--- config.mk ---
export PLATFORM = sky130hd
export DESIGN_NAME = seq_run_detector_flat
export DESIGN_NICKNAME = d
export VERILOG_FILES = /design/src/rtl/seq_run_detector_if.sv /design/src/rtl/seq_run_detector.sv /design/src/flat_wrapper.sv
export SDC_FILE = /design/constraint.sdc
export NUM_CORES = 1
export LEC_CHECK = 0
export CORE_MARGIN = 5
export CORE_UTILIZATION = 42
export CTS_CLUSTER_SIZE = 40
export DETAILED_ROUTE_END_ITERATION = 7
export PLACE_DENSITY = 0.76
export SYNTH_ARGS = -nofsm -noshare
export SYNTH_HDL_FRONTEND = slang
export SYNTH_SLANG_ARGS = --single-unit
--- constraint.sdc ---
create_clock -name clk -period 2.03 [get_ports clk]
set_clock_uncertainty 0.15 [all_clocks]
set_input_delay 0.609 -clock clk [delete_from_list [all_inputs] [get_ports clk]]
set_output_delay 0.609 -clock clk [all_outputs]
set_load 0.05 [all_outputs]
--- src/rtl/seq_run_detector_if.sv ---
// Signal bundle for seq_run_detector: serial stream, clear, target pattern and detector results.
// master drives the stream side, slave is the detector.
interface seq_run_detector_if #(
    parameter int PAT_W = 4,
    parameter int CNT_W = 8
);
    logic             clear;
    logic             in_valid;
    logic             in_bit;
    logic [PAT_W-1:0] pattern;
    logic [1:0]       out;
    logic             pat_hit;
    logic [CNT_W-1:0] event_cnt;

    modport master (
        output clear,
        output in_valid,
        output in_bit,
        output pattern,
        input  out,
        input  pat_hit,
        input  event_cnt
    );

    modport slave (
        input  clear,
        input  in_valid,
        input  in_bit,
        input  pattern,
        output out,
        output pat_hit,
        output event_cnt
    );
endinterface

--- src/rtl/seq_run_detector.sv ---
// Serial run detector with optional pattern matcher and saturating event counter.
// Define SEQ_RUN_DETECTOR_PATTERN_EN to build the pattern matcher; otherwise pat_hit is tied low.
//
//  state | meaning
//  ------+---------------------------------------------
//  IDLE  | no valid bit seen since reset/clear
//  ONES  | current run is of 1s, length in run_len_q
//  ZEROS | current run is of 0s, length in run_len_q
module seq_run_detector #(
    parameter int RUN_LEN = 2,
    parameter int PAT_W   = 4,
    parameter int CNT_W   = 8
) (
    input logic               clk,
    input logic               rst,
    seq_run_detector_if.slave bus
);
    typedef enum logic [1:0] {
        IDLE  = 2'd0,
        ONES  = 2'd1,
        ZEROS = 2'd2
    } state_t;

    localparam logic [7:0] RUN_MAX = 8'(RUN_LEN);

    state_t           state_q, state_d;
    logic [7:0]       run_len_q, run_len_d;
    logic [7:0]       run_len_inc;
    logic [1:0]       out_q, out_d;
    logic             pat_hit_q, pat_hit_d;
    logic [CNT_W-1:0] cnt_q, cnt_d;

    // run_len saturates at RUN_LEN so long runs keep flagging on every bit
    assign run_len_inc = (run_len_q >= RUN_MAX) ? RUN_MAX : run_len_q + 8'd1;

    always_ff @(posedge clk or posedge rst) begin
        if (rst) begin
            state_q   <= IDLE;
            run_len_q <= '0;
            out_q     <= 2'b00;
        end else begin
            state_q   <= state_d;
            run_len_q <= run_len_d;
            out_q     <= out_d;
        end
    end

    always_comb begin
        state_d   = state_q;
        run_len_d = run_len_q;
        out_d     = 2'b00;
        if (bus.clear) begin
            state_d   = IDLE;
            run_len_d = '0;
        end else if (bus.in_valid) begin
            case (state_q)
                IDLE: begin
                    state_d   = bus.in_bit ? ONES : ZEROS;
                    run_len_d = 8'd1;
                end
                ONES: begin
                    if (bus.in_bit) begin
                        run_len_d = run_len_inc;
                    end else begin
                        state_d   = ZEROS;
                        run_len_d = 8'd1;
                    end
                end
                ZEROS: begin
                    if (!bus.in_bit) begin
                        run_len_d = run_len_inc;
                    end else begin
                        state_d   = ONES;
                        run_len_d = 8'd1;
                    end
                end
                default: begin
                    state_d   = IDLE;
                    run_len_d = '0;
                end
            endcase
            if (run_len_d == RUN_MAX) begin
                if (state_d == ONES) begin
                    out_d = 2'b01;
                end else if (state_d == ZEROS) begin
                    out_d = 2'b11;
                end
            end
        end
    end

`ifdef SEQ_RUN_DETECTOR_PATTERN_EN
    localparam int               FILL_W   = $clog2(PAT_W + 1);
    localparam logic [FILL_W-1:0] FILL_MAX = FILL_W'(PAT_W);

    logic [PAT_W-1:0]  hist_q, hist_d;
    logic [FILL_W-1:0] fill_q, fill_d;

    always_ff @(posedge clk or posedge rst) begin
        if (rst) begin
            hist_q <= '0;
            fill_q <= '0;
        end else begin
            hist_q <= hist_d;
            fill_q <= fill_d;
        end
    end

    // fill keeps a freshly cleared all-zero history from matching a zero pattern
    always_comb begin
        hist_d    = hist_q;
        fill_d    = fill_q;
        pat_hit_d = 1'b0;
        if (bus.clear) begin
            hist_d = '0;
            fill_d = '0;
        end else if (bus.in_valid) begin
            hist_d    = {hist_q[PAT_W-2:0], bus.in_bit};
            fill_d    = (fill_q == FILL_MAX) ? fill_q : fill_q + FILL_W'(1);
            pat_hit_d = (fill_d == FILL_MAX) && (hist_d == bus.pattern);
        end
    end
`else
    logic unused_pattern;
    assign unused_pattern = ^bus.pattern;
    assign pat_hit_d      = 1'b0;
`endif

    // a run flag and a pattern hit on the same bit count as one event
    always_comb begin
        cnt_d = cnt_q;
        if (bus.clear) begin
            cnt_d = '0;
        end else if (((out_d != 2'b00) || pat_hit_d) && (cnt_q != {CNT_W{1'b1}})) begin
            cnt_d = cnt_q + CNT_W'(1);
        end
    end

    always_ff @(posedge clk or posedge rst) begin
        if (rst) begin
            pat_hit_q <= 1'b0;
            cnt_q     <= '0;
        end else begin
            pat_hit_q <= pat_hit_d;
            cnt_q     <= cnt_d;
        end
    end

    assign bus.out       = out_q;
    assign bus.pat_hit   = pat_hit_q;
    assign bus.event_cnt = cnt_q;
endmodule

--- src/flat_wrapper.sv ---
// flat-port wrapper written by rule: the top's interface ports become plain ports
module seq_run_detector_flat 
#(
    parameter int RUN_LEN = 2,
    parameter int PAT_W   = 4,
    parameter int CNT_W   = 8
)
  (clk, rst, bus_clear, bus_in_valid, bus_in_bit, bus_pattern, bus_out, bus_pat_hit, bus_event_cnt);
  seq_run_detector_if #(.PAT_W(PAT_W), .CNT_W(CNT_W)) bus_i ();
  input logic clk;
  input logic rst;
  input wire logic [$bits(bus_i.clear)-1:0] bus_clear;
  input wire logic [$bits(bus_i.in_valid)-1:0] bus_in_valid;
  input wire logic [$bits(bus_i.in_bit)-1:0] bus_in_bit;
  input wire logic [$bits(bus_i.pattern)-1:0] bus_pattern;
  output wire logic [$bits(bus_i.out)-1:0] bus_out;
  output wire logic [$bits(bus_i.pat_hit)-1:0] bus_pat_hit;
  output wire logic [$bits(bus_i.event_cnt)-1:0] bus_event_cnt;
  assign bus_i.clear = bus_clear;
  assign bus_i.in_valid = bus_in_valid;
  assign bus_i.in_bit = bus_in_bit;
  assign bus_i.pattern = bus_pattern;
  assign bus_out = bus_i.out;
  assign bus_pat_hit = bus_i.pat_hit;
  assign bus_event_cnt = bus_i.event_cnt;
  seq_run_detector #(.RUN_LEN(RUN_LEN), .PAT_W(PAT_W), .CNT_W(CNT_W)) u_core (.clk(clk), .rst(rst), .bus(bus_i));
endmodule
==> key figures, run 1 <==
Final layout
  – Area Overhead vs Synth: 57.86%
  – Most frequent cells in the layout: buf_4 (30), dfrtp_1 (19), nor2_1 (10)
  – Final nets: around 160
  – Diodes inserted: 0
  – End-of-flow core utilization: between 60 and 70%
  – Share of cells above drive strength 1: 46.26%
  – Number of fill cells: approximately 160
  – Area occupied by multi-input gates: 604.3 µm²
  – Most common cell after layout, fill and taps aside: buf_4
  – Sequential cell area: around 500 µm²

Timing
  – Final Cycle Share: 111.4%
  – Fmax: 0.4420 GHz
  – Max Slew Vio Count: 0
  – Min Clock Period, post-route: roughly 2300 ps
  – Unrepaired setup endpoints after global routing: true
  – Hold Vio Cnt, Final: 0
  – Final setup TNS: -1305 ps
  – Final setup viols: 8
  – Worst setup margin: -232.3 ps

Critical path
  – FF-to-FF setup slack: -230 ps
  – Reg2reg end: u_core.bus.event_cnt[1]
  – CP Capture Type: flip-flop
  – Worst Path Buf+Inv: 2
  – CP top delay family: simple AND/OR/NAND/NOR gates
  – Worst r2r src: u_core.run_len_q[1]
  – CP startpoint kind: flip-flop
  – R2R depth: 8
  – Critical setup path kind: flip-flop to flip-flop
  – Arrival time worst endpoint: about 2300 ps
  – Worst path cell trace: ha_2, or4_4, a311o_1, nand3_2, buf_4, buf_6, mux2i_1, nor2_1
  – Required time of the critical path: 2080 ps
  – Max stage delay on crit path: roughly 430 ps
  – Levels on crit path: 8
  – CP Max Fanout: 4
  – Crit-path slowest cell: dfrtp_1

Logic synthesis
  – Syn Nets: roughly 120
  – Average cell area after synthesis: a little over 10 µm²
  – Synth Instances: approximately 100
  – Area leader, netlist: dfrtp_1
  – Synth Cell Area: approximately 0.0010 mm²
  – Post-synth top area share: between 40% and 50%
  – FF+latch count, synth: 20
  – Async SR Flop Fraction: 100.0%
  – EDFF count, synth: 0
  – Synth Flop Type: dfrtp_1
  – Unique cell type count in the Yosys netlist: 35
  – Sequential element share of the synthesized area: approximately 48%
  – Synthesis Warnings: 0
  – Synth top area cells: dfrtp_1 (48%), ha_1 (4.8%), nor2_1 (3.6%)

Clocking
  – Clock-pin slew on the worst setup and hold paths: about 120 ps
  – CTS Buffer Depth: 2
  – CTS Buf Count: 3
  – CTS tree: done
  – H-tree depth: 1
  – Cts-stage hold buffer count: 0
  – CTS sink cnt: 20
  – CTS root buf: clkbuf_4
  – Clk_lat worst skew: around 300 ps

GRT
  – Initial antenna violation count: 0
  – Vias in the first global route: 981
  – Total GRT Usage: between 15 and 20%
  – Largest net degree at the start of global routing: 21
  – First-pass GRT wire length: between 4 and 5 mm
  – Gr ovfl total: 0

Worst hold path
  – Hold path depth: 1
  – HP Class: flip-flop to flip-flop
  – Hold path startpoint: u_core.run_len_q[7]
  – Sink of the worst hold path: u_core.run_len_q[7]

Run status
  – Violated checks: negative setup slack
  – Status: finished, violations left

Placed design
  – HPWL Detailed: between 1.5 and 2 mm
  – RePlAce Congestion: 0.8108
  – Port bufs: 14

Floorplanning
  – I/O pin total: 20
  – Die Footprint: 0.003578 mm²
  – Rows: 18
  – Die height: about 60 µm
  – Core Area: 0.002432 mm²
  – Starting Density: a little over two fifths
  – Die W: about 60 µm

Route
  – Post-Route WL: around 2.8 mm
  – Iteration-0 DRC Markers: 22
  – Via density: about 5.5
  – Routed wire per std cell: ~16 µm
  – DRC viols: 0
  – Antenna viol nets, final: 0
  – Drt first pass iters: 5
  – Vias: slightly below 1k

Power
  – Power Dens Cells: roughly 460 mW/mm²
  – Peak supply drop: around 0.38 mV
  – P_leak: ~0.00075 µW

Run
  – # Max-Cap Violations: 0
[power breakdown]
| group | switching [µW] | leakage, µW | internal [µW] |
|---|---|---|---|
| Combinational | 67.6 | 0.000458 | 53.4 |
| Clock | 125 | 0.0000210 | 109 |
| Sequential | 4.48 | 0.000275 | 403 |
| Total | 197 | 0.000754 | 565 |
[synth_stat cells, types with 2 or more instances]
cell type,n
or4_1,2
a21oi_1,7
o311ai_0,2
ha_1,4
nand3_1,6
or3_1,2
dfrtp_1,20
xor2_1,2
o21ai_0,2
mux2i_1,3
nor2_1,10
nand2_1,8
and2_1,5
nand4_1,2
clkbuf_1,2
o41ai_1,2
inv_1,6
[kinds of logic (layout without fill, tap and decap cells)]
group | after synthesis | after routing | share of synthesized area [%]
compound gates | 22 | 22 | 16.81
xor+xnor | 3 | 3 | 2.521
fa+ha+maj | 4 | 4 | 4.802
buf+inv | 11 | 54 | 5.162
flops | 20 | 20 | 48.02
mux | 3 | 3 | 2.881
other cells | 1 | 1 | 0.3598
simple gates | 39 | 40 | 19.45
[layout make-up]
type	count	share of cell area [%]
Clock buffer	4	2.205
Inverter	6	1.369
Multi-Input combinational cell	73	36.73
Sequential cell	20	30.49
Tap cell	30	2.281
Timing Repair Buffer	44	26.92
[metal layers]
metal	up-vias	share of wire, %	wire length (µm)	track usage (%)
met5	-	0	0	0
met4	0	0.85	24	8.544
met3	4	4.4	123	2.160
met2	35	52	1472	27.16
met1	480	43	1200	21.52
li1	455	-	-	-
[how the worst max path moves through the flow]
| stage | startpoint | to | slack [ps] |
|---|---|---|---|
| finish | u_core.run_len_q[1] | u_core.bus.event_cnt[1] | -230 |
| global route | u_core.run_len_q[0] | u_core.bus.event_cnt[1] | -300 |
| CTS | u_core.state_q[0] | u_core.bus.event_cnt[5] | -160 |
| detailed placement | bus_in_bit | u_core.bus.event_cnt[6] | -780 |
| global placement | bus_in_bit | u_core.bus.event_cnt[5] | -660 |
| floorplan | bus_in_bit | u_core.bus.event_cnt[4] | -80 |
[through the flow]
step	instance area (µm²)	total power (µW)	hold slack, ps	instances	setup WS, ps
final	1645	762.8	349.8	177	-232.3
after global routing	1645	792.8	379.5	177	-303.0
after CTS	1575	757.3	348.9	174	-162.1
after detailed placement	1430	509.3	315.6	164	-783.4
after global placement	1430	506.1	310.2	164	-663.8
after floorplan	1045	470.3	293.7	103	-78.55
[timing repair]
item | CTS | global route
cloned | 1 | 0
buffers inserted | 6 | 4
endpoints found under the setup margin | 8 | 9
gates resized for setup | 19 | 9
pin swaps | 8 | 4
[sequential cells by signal, summed over array words and instances (netlist names)]
signal                count
u_core.bus.event_cnt      8
u_core.run_len_q          8
u_core.bus.out            2
u_core.state_q            2
Power figures use the tool's default switching activity.
==> run 2: changes to the inputs <==
--- a/config.mk
+++ b/config.mk
@@ -6,10 +6,11 @@
 export NUM_CORES = 1
 export LEC_CHECK = 0
 export CORE_MARGIN = 5
-export CORE_UTILIZATION = 42
+export CORE_UTILIZATION = 45
+export CTS_CLUSTER_DIAMETER = 80
 export CTS_CLUSTER_SIZE = 40
 export DETAILED_ROUTE_END_ITERATION = 7
-export PLACE_DENSITY = 0.76
+export PLACE_DENSITY = 0.81
 export SYNTH_ARGS = -nofsm -noshare
 export SYNTH_HDL_FRONTEND = slang
 export SYNTH_SLANG_ARGS = --single-unit
==> key figures, run 2 (synthesized netlist as in run 1, its figures left out) <==
Power
  – Peak supply drop: 0.6328 mV (was 0.3812 mV)
  – Psw: 215.8 µW (was 197.4 µW)
  – Power Internal: 664.8 µW (was 565.5 µW)
  – Sw frac: 24.51% (was 25.87%)
  – Combinational share of power: 15.4% (was 15.9%)
  – Share of power burned in registers: 46.6% (was 53.4%)
  – Power Dens Cells: 501.3 mW/mm² (was 463.6 mW/mm²)
  – P_leak: 0.0008006 µW (was 0.0007541 µW)
  – Clock share of power: 38.0% (was 30.7%)

Final layout
  – End-of-flow core utilization: 79.41% (was 67.64%)
  – Diodes inserted: 0 (unchanged)
  – Most frequent cells in the layout: buf_4 (31), dfrtp_1 (17), nor2_1 (10) (was buf_4 (30), dfrtp_1 (19), nor2_1 (10))
  – Number of fill cells: 125 (was 161)
  – Share of cells above drive strength 1: 50.65% (was 46.26%)
  – Area Overhead vs Synth: 68.55% (was 57.86%)
  – Finished Layout Cells: 182 (was 177)
  – Final nets: 168 (was 161)
  – Most common cell after layout, fill and taps aside: buf_4 (unchanged)

Timing
  – Hold Vio Cnt, Final: 0 (unchanged)
  – Final Cycle Share: 113.2% (was 111.4%)
  – Fmax: 0.4351 GHz (was 0.4420 GHz)
  – Min Clock Period, post-route: 2298 ps (was 2262 ps)
  – Unrepaired setup endpoints after global routing: true (unchanged)
  – Worst setup margin: -268.5 ps (was -232.3 ps)
  – Max Slew Vio Count: 0 (unchanged)
  – Final setup TNS: -1507 ps (was -1305 ps)
  – Final setup viols: 11 (was 8)

Floorplanning
  – Die height: 58.13 µm (was 59.82 µm)
  – Die W: 58.13 µm (was 59.82 µm)
  – Core Area: 0.002212 mm² (was 0.002432 mm²)
  – Rows: 17 (was 18)
  – I/O pin total: 20 (unchanged)
  – Starting Density: 47.12% (was 42.85%)
  – Die Footprint: 0.003379 mm² (was 0.003578 mm²)

Placed design
  – HPWL Detailed: 1.789 mm (was 1.750 mm)
  – Port bufs: 14 (unchanged)
  – Placed cells: 162 (was 164)
  – RePlAce Congestion: 0.8308 (was 0.8108)

Run
  – # Max-Cap Violations: 0 (unchanged)

Clocking
  – H-tree depth: 1 (unchanged)
  – CTS Buf Count: 3 (unchanged)
  – CTS root buf: clkbuf_4 (unchanged)
  – CTS tree: done (unchanged)
  – CTS sink cnt: 20 (unchanged)
  – Clock-pin slew on the worst setup and hold paths: 120 ps (about the same)
  – CTS Buffer Depth: 2 (unchanged)
  – Clk_lat worst skew: 310 ps (was 300 ps)

Route
  – Routed wire per std cell: 18.93 µm (was 15.93 µm)
  – DRC viols: 0 (unchanged)
  – Drt first pass iters: 4 (was 5)
  – Via density: 5.813 (was 5.503)
  – Iteration-0 DRC Markers: 48 (was 22)
  – Antenna viol nets, final: 0 (unchanged)
  – Vias: 1058 (was 974)
  – Post-Route WL: 3.445 mm (was 2.820 mm)

Worst hold path
  – HP Class: flip-flop to flip-flop (unchanged)

Run status
  – Violated checks: negative setup slack (unchanged)
  – Status: finished, violations left (unchanged)

GRT
  – First-pass GRT wire length: 5.402 mm (was 4.505 mm)
  – Largest net degree at the start of global routing: 21 (unchanged)
  – Initial antenna violation count: 0 (unchanged)
  – Total GRT Usage: 21.08% (was 16.71%)
  – Gr ovfl total: 0 (unchanged)
  – Vias in the first global route: 1083 (was 981)

Critical path
  – Max stage delay on crit path: 420 ps (was 430 ps)
  – Crit-path slowest cell: dfrtp_1 (unchanged)
  – Required time of the critical path: 2090 ps (was 2080 ps)
  – Most used cell, CP: buf_4
  – CP Max Fanout: 2 (was 4)
  – Arrival time worst endpoint: 2360 ps (was 2310 ps)
  – Worst path cell trace: inv_2, ha_2, or4_4, a311o_1, buf_4, buf_4, nand4_1, xor2_1, nor2_1 (was ha_2, or4_4, a311o_1, nand3_2, buf_4, buf_6, mux2i_1, nor2_1)
  – CP startpoint kind: flip-flop (unchanged)
  – CP Capture Type: flip-flop (unchanged)
  – Critical setup path kind: flip-flop to flip-flop (unchanged)
## run 2: changes by cell type in the layout (fill, tap and decap cells not counted), moves of 2 or more
| cell | change |
|---|---|
| buf_6 | +6 |
| clkdlybuf4s50_1 | -2 |
| dfrtp_1 | -2 |
| dfrtp_2 | +2 |
| dlygate4sd2_1 | +2 |
| ha_4 | +2 |
## run 2: area by class of cell
type                       count  area (µm²)  share of cell area [%]
sequential                    20       504.2                   28.70
tap                           28       35.03                   1.994
clock inverter                 1       30.03                   1.709
inverter                       6       22.52                   1.282
timing repair buffer          52       535.5                   30.48
clock buffer                   3       22.52                   1.282
multi-input combinational     72       606.8                   34.54
## run 2: path summary, 6_finish.rpt
check	cells after the start	startpoint	end	slack (ps)
worst min-delay path	1	u_core.run_len_q[4]	u_core.run_len_q[4]	350
max in group asynchronous	3	rst	u_core.state_q[0]	1060
worst min register to register	1	u_core.run_len_q[4]	u_core.run_len_q[4]	350
worst max-delay path	9	u_core.run_len_q[0]	u_core.bus.event_cnt[2]	-270
worst max register to register	9	u_core.run_len_q[0]	u_core.bus.event_cnt[2]	-270
min in group asynchronous	3	rst	u_core.run_len_q[6]	450
## run 2: metrics by stage
stage	cell area, µm²	power [µW]	hold WS, ps	setup WS [ps]
global route	1757	920.2	378.4	-322.2
finish	1757	880.6	348.9	-268.5
detailed placement	1428	509.2	317.7	-793.8
CTS	1682	856.5	351.3	-141.6
floorplan	1045	470.3	293.7	-78.55
global placement	1428	504.9	314.5	-668.9
## run 2: repair_timing
action                                  in CTS  in global routing
setup buffers                               13                  3
endpoints found under the setup margin       8                 10
hold buffers                                 0                  0
gates resized for setup                     27                 10
pin swaps                                   14                  7
## run 2: routing by layer
layer / track usage [%] / vias to the layer above / routed length, µm
met1: 25.55 / 527 / 1310
met5: 0 / - / 0
li1: - / 464 / -
met4: 6.623 / 0 / 127
met3: 5.345 / 15 / 221
met2: 36.45 / 52 / 1785
## run 2: power by group through the flow
stage	combinational [µW]	sequential [µW]	clock (µW)
global route	146	410	364
detailed placement	94.7	415	0
finish	136	410	335
global placement	90.8	414	0
CTS	114	408	334
floorplan	55.2	415	0
## run 2: worst max-delay path, delay by kind of cell (launching register included)
family	cells	cell delay, ps
flip-flops	1	420
AND/OR/NAND/NOR	3	590
XOR/XNOR	1	180
AO/OA/AOI/OAI	1	340
adder cells (fa/ha/maj)	1	180
buffers and inverters	3	350
